### src/rtl/pong_pkg.sv
// pong_pkg
//   Shared definitions for the pong round/frame sequencer and its helpers:
//   state encoding, update-sequence step codes, field widths, winner codes
//   and the coordinates the datapath parks the ball at between rallies.
package pong_pkg;

  localparam int SPEED_W = 4;
  localparam int SCORE_W = 4;
  localparam int HIT_W   = 4;
  localparam int TIMER_W = 8;
  localparam int SEQ_W   = 3;

  // Where the datapath holds the ball while ball_reset is high.
  localparam logic [9:0] BALL_X_RESET = 10'd315;
  localparam logic [9:0] BALL_Y_RESET = 10'd235;

  localparam logic [1:0] WINNER_NONE = 2'b00;
  localparam logic [1:0] WINNER_P1   = 2'b01;
  localparam logic [1:0] WINNER_P2   = 2'b10;

  typedef enum logic [2:0] {
    ST_IDLE     = 3'd0,
    ST_SERVE    = 3'd1,
    ST_PLAY     = 3'd2,
    ST_PAUSED   = 3'd3,
    ST_GAMEOVER = 3'd4
  } state_t;

  // Per-frame update sequence: 0 means no sequence in flight, 1..5 are c0..c4.
  localparam logic [SEQ_W-1:0] SEQ_IDLE    = 3'd0;
  localparam logic [SEQ_W-1:0] SEQ_PADDLE  = 3'd1;
  localparam logic [SEQ_W-1:0] SEQ_BALL    = 3'd2;
  localparam logic [SEQ_W-1:0] SEQ_CENTER  = 3'd3;
  localparam logic [SEQ_W-1:0] SEQ_COLLIDE = 3'd4;
  localparam logic [SEQ_W-1:0] SEQ_SAMPLE  = 3'd5;

  // One speed step up, clamped at the ceiling.
  function automatic logic [SPEED_W-1:0] speed_step(
    input logic [SPEED_W-1:0] cur,
    input logic [SPEED_W-1:0] ceiling
  );
    return (cur >= ceiling) ? ceiling : cur + SPEED_W'(1);
  endfunction

endpackage

### src/rtl/pong_frame_timer.sv
// pong_frame_timer
//   Frame-paced down-counter used for the serve countdown.
//   Ports:
//     board_clk, reset  clock and asynchronous active-high reset
//     load, load_value  synchronous load (wins over decrement)
//     frame_start       decrement request, one per video frame
//     enable            low freezes the count (pause)
//     zero              high while the count is 0
module pong_frame_timer
  import pong_pkg::*;
#(
  parameter int WIDTH = TIMER_W
) (
  input  logic             board_clk,
  input  logic             reset,
  input  logic             load,
  input  logic [WIDTH-1:0] load_value,
  input  logic             frame_start,
  input  logic             enable,
  output logic             zero
);

  logic [WIDTH-1:0] count;

  // Stops at zero so a late frame_start cannot wrap the countdown.
  always_ff @(posedge board_clk or posedge reset) begin
    if (reset)
      count <= '0;
    else if (load)
      count <= load_value;
    else if (enable && frame_start && !zero)
      count <= count - WIDTH'(1);
  end

  assign zero = (count == '0);

endmodule

### src/rtl/pong_round_ctrl.sv
// pong_round_ctrl
//   Round and frame sequencer for pong. Runs one five-step update sequence
//   per video frame, and owns serve countdown, scoring, speed ramp, pause
//   and game-over.
//   Ports:
//     board_clk, reset            clock, asynchronous active-high reset
//     frame_start                 one-cycle pulse at start of vertical blank
//     start_btn                   synchronised level, rising edge starts a game
//     pause                       level
//     goal_left, goal_right       datapath goal levels, used in sample step
//     paddle_hit                  datapath hit level, used in sample step
//     upd_paddle, upd_ball,
//     upd_center, chk_collide     one-cycle registered sequence strobes
//     ball_reset                  datapath parks the ball at centre while high
//     serve_dir                   X direction of next serve, 1 = rightward
//     ball_speed                  current ball speed
//     p1_score, p2_score          scores
//     winner                      00 none, 01 P1, 10 P2
//     state_out                   encoded state for LEDs
module pong_round_ctrl
  import pong_pkg::*;
#(
  parameter int WIN_SCORE        = 9,
  parameter int SERVE_FRAMES     = 60,
  parameter int HITS_PER_SPEEDUP = 4,
  parameter int MAX_SPEED        = 8
) (
  input  logic               board_clk,
  input  logic               reset,
  input  logic               frame_start,
  input  logic               start_btn,
  input  logic               pause,
  input  logic               goal_left,
  input  logic               goal_right,
  input  logic               paddle_hit,
  output logic               upd_paddle,
  output logic               upd_ball,
  output logic               upd_center,
  output logic               chk_collide,
  output logic               ball_reset,
  output logic               serve_dir,
  output logic [SPEED_W-1:0] ball_speed,
  output logic [SCORE_W-1:0] p1_score,
  output logic [SCORE_W-1:0] p2_score,
  output logic [1:0]         winner,
  output logic [2:0]         state_out
);

  localparam logic [SCORE_W-1:0] WIN_SCORE_L  = SCORE_W'(WIN_SCORE);
  localparam logic [TIMER_W-1:0] SERVE_LOAD   = TIMER_W'(SERVE_FRAMES);
  localparam logic [HIT_W-1:0]   HITS_LIMIT   = HIT_W'(HITS_PER_SPEEDUP);
  localparam logic [SPEED_W-1:0] SPEED_CEIL   = SPEED_W'(MAX_SPEED);
  localparam logic [SPEED_W-1:0] SPEED_SERVE  = SPEED_W'(1);

  state_t             state, state_next;
  state_t             origin, origin_next;
  logic [SEQ_W-1:0]   seq, seq_next;
  logic [HIT_W-1:0]   hits, hits_next;
  logic [SCORE_W-1:0] p1_next, p2_next;
  logic [SPEED_W-1:0] speed_next;
  logic [1:0]         winner_next;
  logic               dir_next;
  logic [HIT_W-1:0]   hit_inc;
  logic               timer_load;
  logic               timer_zero;
  logic               serve_active;
  logic               start_prev;
  logic               start_pulse;

  // Start edge detector; the registered pulse adds one cycle of latency.
  always_ff @(posedge board_clk or posedge reset) begin
    if (reset) begin
      start_prev  <= 1'b0;
      start_pulse <= 1'b0;
    end else begin
      start_prev  <= start_btn;
      start_pulse <= start_btn & ~start_prev;
    end
  end

  assign serve_active = (state == ST_SERVE);

  // The serve countdown only runs in SERVE, so PAUSED leaves it frozen.
  pong_frame_timer #(
    .WIDTH (TIMER_W)
  ) u_serve_timer (
    .board_clk   (board_clk),
    .reset       (reset),
    .load        (timer_load),
    .load_value  (SERVE_LOAD),
    .frame_start (frame_start),
    .enable      (serve_active),
    .zero        (timer_zero)
  );

  // State register.
  always_ff @(posedge board_clk or posedge reset) begin
    if (reset) begin
      state  <= ST_IDLE;
      origin <= ST_PLAY;
    end else begin
      state  <= state_next;
      origin <= origin_next;
    end
  end

  // Next-state and round bookkeeping. The serve timer is reloaded only on
  // a fresh entry into SERVE, never when returning from PAUSED.
  always_comb begin
    state_next  = state;
    origin_next = origin;
    seq_next    = seq;
    hits_next   = hits;
    p1_next     = p1_score;
    p2_next     = p2_score;
    speed_next  = ball_speed;
    winner_next = winner;
    dir_next    = serve_dir;
    timer_load  = 1'b0;
    hit_inc     = hits + HIT_W'(1);

    case (state)
      ST_IDLE, ST_GAMEOVER: begin
        if (start_pulse) begin
          p1_next     = '0;
          p2_next     = '0;
          winner_next = WINNER_NONE;
          dir_next    = 1'b1;
          speed_next  = SPEED_SERVE;
          hits_next   = '0;
          seq_next    = SEQ_IDLE;
          timer_load  = 1'b1;
          state_next  = ST_SERVE;
        end
      end

      ST_SERVE: begin
        if (pause) begin
          origin_next = ST_SERVE;
          state_next  = ST_PAUSED;
        end else if (timer_zero) begin
          state_next = ST_PLAY;
        end
      end

      // Pause is only looked at on a frame boundary, so a running
      // sequence always reaches its sample step.
      ST_PLAY: begin
        if (seq == SEQ_IDLE) begin
          if (frame_start) begin
            if (pause) begin
              origin_next = ST_PLAY;
              state_next  = ST_PAUSED;
            end else begin
              seq_next = SEQ_PADDLE;
            end
          end
        end else if (seq == SEQ_SAMPLE) begin
          seq_next = SEQ_IDLE;
          if (goal_left || goal_right) begin
            speed_next = SPEED_SERVE;
            hits_next  = '0;
            state_next = ST_SERVE;
            timer_load = 1'b1;
            if (goal_left && !goal_right) begin
              p2_next  = p2_score + SCORE_W'(1);
              dir_next = 1'b0;
              if (p2_next == WIN_SCORE_L) begin
                winner_next = WINNER_P2;
                state_next  = ST_GAMEOVER;
                timer_load  = 1'b0;
              end
            end else if (goal_right && !goal_left) begin
              p1_next  = p1_score + SCORE_W'(1);
              dir_next = 1'b1;
              if (p1_next == WIN_SCORE_L) begin
                winner_next = WINNER_P1;
                state_next  = ST_GAMEOVER;
                timer_load  = 1'b0;
              end
            end
          end else if (paddle_hit) begin
            if (hit_inc == HITS_LIMIT) begin
              hits_next  = '0;
              speed_next = speed_step(ball_speed, SPEED_CEIL);
            end else begin
              hits_next = hit_inc;
            end
          end
        end else begin
          seq_next = seq + SEQ_W'(1);
        end
      end

      ST_PAUSED: begin
        if (!pause)
          state_next = origin;
      end

      default: begin
        seq_next   = SEQ_IDLE;
        state_next = ST_IDLE;
      end
    endcase
  end

  // Round registers and strobes. Strobes are decoded from the next sequence
  // step so each one is a clean registered one-cycle pulse, and an async
  // reset kills whatever remains of a sequence.
  always_ff @(posedge board_clk or posedge reset) begin
    if (reset) begin
      seq         <= SEQ_IDLE;
      hits        <= '0;
      p1_score    <= '0;
      p2_score    <= '0;
      ball_speed  <= SPEED_SERVE;
      winner      <= WINNER_NONE;
      serve_dir   <= 1'b1;
      ball_reset  <= 1'b1;
      upd_paddle  <= 1'b0;
      upd_ball    <= 1'b0;
      upd_center  <= 1'b0;
      chk_collide <= 1'b0;
    end else begin
      seq         <= seq_next;
      hits        <= hits_next;
      p1_score    <= p1_next;
      p2_score    <= p2_next;
      ball_speed  <= speed_next;
      winner      <= winner_next;
      serve_dir   <= dir_next;
      ball_reset  <= !((state_next == ST_PLAY) ||
                       ((state_next == ST_PAUSED) && (origin_next == ST_PLAY)));
      upd_paddle  <= (seq_next == SEQ_PADDLE);
      upd_ball    <= (seq_next == SEQ_BALL);
      upd_center  <= (seq_next == SEQ_CENTER);
      chk_collide <= (seq_next == SEQ_COLLIDE);
    end
  end

  assign state_out = state;

endmodule

### config.mk
export PLATFORM = sky130hd
export DESIGN_NAME = pong_round_ctrl
export DESIGN_NICKNAME = d
export VERILOG_FILES = /design/src/rtl/pong_pkg.sv /design/src/rtl/pong_frame_timer.sv /design/src/rtl/pong_round_ctrl.sv
export SDC_FILE = /design/constraint.sdc
export NUM_CORES = 1
export LEC_CHECK = 0
export BUFFER_PORTS_ARGS = -buffer_cell sky130_fd_sc_hd__clkbuf_2
export CAP_MARGIN = 20
export CORE_ASPECT_RATIO = 0.6
export CORE_UTILIZATION = 52
export DETAILED_ROUTE_END_ITERATION = 8
export HOLD_SLACK_MARGIN = 0.02
export PLACE_DENSITY = 0.77
export SLEW_MARGIN = 20
export SYNTH_ARGS = -nofsm -noshare
export SYNTH_HDL_FRONTEND = slang
export SYNTH_SLANG_ARGS = --single-unit
export TNS_END_PERCENT = 10
### constraint.sdc
create_clock -name board_clk -period 1.7 [get_ports board_clk]
set_clock_uncertainty 0.05 [all_clocks]
set_input_delay 0.255 -clock board_clk [delete_from_list [all_inputs] [get_ports board_clk]]
set_output_delay 0.255 -clock board_clk [all_outputs]
set_load 0.01 [all_outputs]
==> flow_summary_export.csv <==
group,metric,value,unit
final_layout,fin_nets,368,
timing,finalCritPeriodShare,1.032,
yosys,synth_top_cell_area_share,0.3884,
placement,dp_hpwl,4715,um
timing,finalSetupViolations,11,
placement,gp_congestion,0.8744,
grt,grt_pass1_wl,10700,um
timing,fmax,0.5701,GHz
yosys,yosys_most_used_dff,"dfrtp_1",
timing,tightest_slew,0.5769,ns
routing,vias_per_cell,5.617,
timing,slew_viol_final,0,
yosys,ys_seq_area_frac,0.4303,
routing,wire_per_inst,15.63,um
clocking,clk_path_buf_depth,2,
final_layout,drive_gt1_frac,0.4069,
floorplanning,die_h,55.84,um
flow_run,max_cap_viol_count,0,
setup_path,critPathLaunchType,"flip-flop",
power_and_ir_drop,pwr-share-comb,0.445,
power_and_ir_drop,switchingPower,1.650,mW
clocking,cts_tree,"done",
floorplanning,io_pins,31,
yosys,synth_commonest_cells,"dfrtp_1, nand2_1, inv_1",
grt,grt_max_degree,18,
power_and_ir_drop,p_leak,1.546,nW
routing,ant_nets,0,
timing,finalHoldViolations,0,
clocking,cts.sinks,43,
routing,vias,2314,
yosys,synth.lib_cells_used.distinct,64,
placement,port_buffers,30,
outcome,violations,"setup timing",
setup_path,end_kind,"flip-flop",
yosys,synthTopCellsByArea,"dfrtp_1, ha_1, nand2_1",
final_layout,syn2layout_area_growth,33.12,%
routing,drtIter0Drc,137,
power_and_ir_drop,p_int,2.588,mW
floorplanning,die_width,91.74,um
power_and_ir_drop,pwr-share-seq,0.385,
yosys,syn_inst,267,
final_layout,fillers,339,
floorplanning,fp.coreArea,4612,um2
power_and_ir_drop,clockPowerShare,0.170,
power_and_ir_drop,sw_frac_of_total,0.3894,
final_layout,antennaDiodeCount,0,
grt,grt_usage,0.2665,
yosys,synth_nets,287,
yosys,synth_area_leader_cell,"dfrtp_1",
yosys,synth-edff-count,0,
clocking,insertion_delay,0.30,ns
timing,timing.setup.tns,-0.3661,ns
routing,firstDrtPassIters,4,
placement,place_ws,-0.1413,ns
timing,slew_headroom,0.6130,
setup_path,crit_fanout,5,
timing,min_period,1.754,ns
grt,antenna_found_initial,0,
outcome,status,"complete, but fails checks",
power_and_ir_drop,ir_worst_vdd,0.6734,mV
yosys,synth_most_common_cell,"dfrtp_1",
final_layout,seqCellArea,1090,um2
clocking,clk_pin_slew_worst_paths,0.08,ns
yosys,yosys_warnings,0,
floorplanning,rows,19,
final_layout,multi_input_area,1456,um2
routing,drt-total-wl,6440,um
clocking,cts-htree-levels,2,
setup_path,critPathArrivalTime,1.93,ns
floorplanning,die_area,5122,um2
yosys,synth-seq-cells,43,
clocking,numCtsBuffers,5,
timing,rsz0062_at_grt,"yes",
setup_path,crit_required,1.88,ns
power_and_ir_drop,power.density,1267,nW/um2
hold_path,hp-class,"in -> reg",
yosys,async_reset_ff_frac,1.000,
yosys,syn_avg_cell_area,9.410,um2
clocking,cts-root-buf,"clkbuf_8",
grt,grt-ovfl-total,0,
grt,grt_pass1_vias,2301,
setup_path,crit_type,"reg -> reg",
routing,drc,0,
yosys,syn-cell-area,2512,um2
timing,fin_ws,-0.05402,ns
floorplanning,start_util,0.5448,
-- cell type report --
type / instances / share of cell area
clock buffer: 7 / 0.02881
clock inverter: 1 / 0.002245
tap: 63 / 0.02357
timing repair buffer: 79 / 0.1605
sequential: 43 / 0.3259
inverter: 21 / 0.02357
multi-input combinational: 198 / 0.4355
-- layout by cell type (no fill, tap or decap), types with 3 or more instances in the layout --
| cell | synthesis | layout |
|---|---|---|
| a21oi_1 | 13 | 8 |
| a21oi_2 | 1 | 6 |
| a31oi_1 | 5 | 5 |
| and3_1 | 3 | 3 |
| buf_4 | 1 | 46 |
| clkbuf_2 | 0 | 30 |
| clkbuf_8 | 0 | 7 |
| dfrtp_1 | 39 | 32 |
| dfrtp_2 | 0 | 7 |
| dfstp_2 | 4 | 4 |
| ha_1 | 12 | 8 |
| ha_4 | 0 | 3 |
| inv_1 | 21 | 17 |
| inv_2 | 0 | 3 |
| mux2i_1 | 4 | 4 |
| nand2_1 | 38 | 37 |
| nand3_1 | 12 | 11 |
| nor2_1 | 18 | 18 |
| nor2b_1 | 6 | 5 |
| nor3_1 | 10 | 9 |
| nor3b_4 | 2 | 3 |
| o211ai_1 | 3 | 3 |
| o21ai_0 | 13 | 12 |
-- metrics by stage --
step                      utilization  total power, mW  cell area, um2  hold slack, ns  cells
after detailed placement       0.6609            3.254            3048          0.1969    398
final                          0.7252            4.238            3344         0.02474    412
after global placement         0.6609            3.190            3048          0.1940    398
after CTS                      0.7035            4.064            3244         0.02278    410
after global routing           0.7252            4.510            3344         0.02549    412
after floorplan                     -            2.579            2522          0.2364    267
-- critical path, cell delays in order, from the launching register on --
cell	delay, ns
dfrtp_2	0.41
ha_1	0.23
and2_1	0.17
a21oi_2	0.15
o22ai_2	0.13
a221o_1	0.44
nand3_1	0.11
-- power groups by stage --
stage	Sequential (mW)	Combinational, mW	Clock, mW
final	1.63	1.88	0.722
after global placement	1.60	1.59	0
after global routing	1.68	2.06	0.776
after floorplan	1.64	0.941	0
after detailed placement	1.62	1.64	0
after CTS	1.62	1.72	0.730
-- per-layer routing --
layer / track usage / part of all wire / vias up
met5: 0 / 0 / -
li1: - / - / 1118
met1: 0.3893 / 0.49 / 1129
met4: 0.06250 / 0.0075 / 0
met3: 0.04918 / 0.053 / 7
met2: 0.4146 / 0.45 / 60
-- logic make-up after synthesis --
family | Yosys count | share of synthesized area
AO/OA/AOI/OAI | 64 | 0.1848
XOR/XNOR | 3 | 0.01046
adder cells (fa/ha/maj) | 12 | 0.05976
buffers and inverters | 26 | 0.04681
flip-flops | 43 | 0.4303
multiplexers | 5 | 0.02042
AND/OR/NAND/NOR | 114 | 0.2475
-- path summary, 6_finish.rpt --
check                                             start                            endpoint  slack [ns]  cells after the start
worst max-delay path            p2_score[0]$_DFFE_PP0P_  u_serve_timer.count[4]$_DFFE_PP0P_       -0.05                      6
worst min-delay path                          start_btn                start_prev$_DFF_PP0_        0.02                      1
worst max register to register  p2_score[0]$_DFFE_PP0P_  u_serve_timer.count[4]$_DFFE_PP0P_       -0.05                      6
worst min register to register     start_prev$_DFF_PP0_               start_pulse$_DFF_PP0_        0.35                      1
max in group asynchronous                         reset                 origin[1]$_DFF_PP1_        0.53                      4
min in group asynchronous                         reset                 hits[2]$_DFFE_PP0P_        0.42                      3
-- registers in the layout (all words and copies together) (netlist names) --
| signal | cells |
|---|---|
| ball_reset | 1 |
| upd_center | 1 |
| chk_collide | 1 |
| u_serve_timer.count | 8 |
| winner | 2 |
| p1_score | 4 |
| seq | 3 |
| state_out | 3 |
| upd_paddle | 1 |
| serve_dir | 1 |
| hits | 4 |
| upd_ball | 1 |
| origin | 3 |
| ball_speed | 4 |
| start_prev | 1 |
| p2_score | 4 |
| start_pulse | 1 |
-- what timing repair did --
item | CTS | global route
gates cloned | 0 | 0
hold endpoints to repair | 13 | 0
pin swaps | 7 | 9
setup endpoints to repair | 25 | 25
buffers inserted | 3 | 2
hold buffers | 1 | 0
resized for setup | 14 | 23
Power figures use the tool's default switching activity.
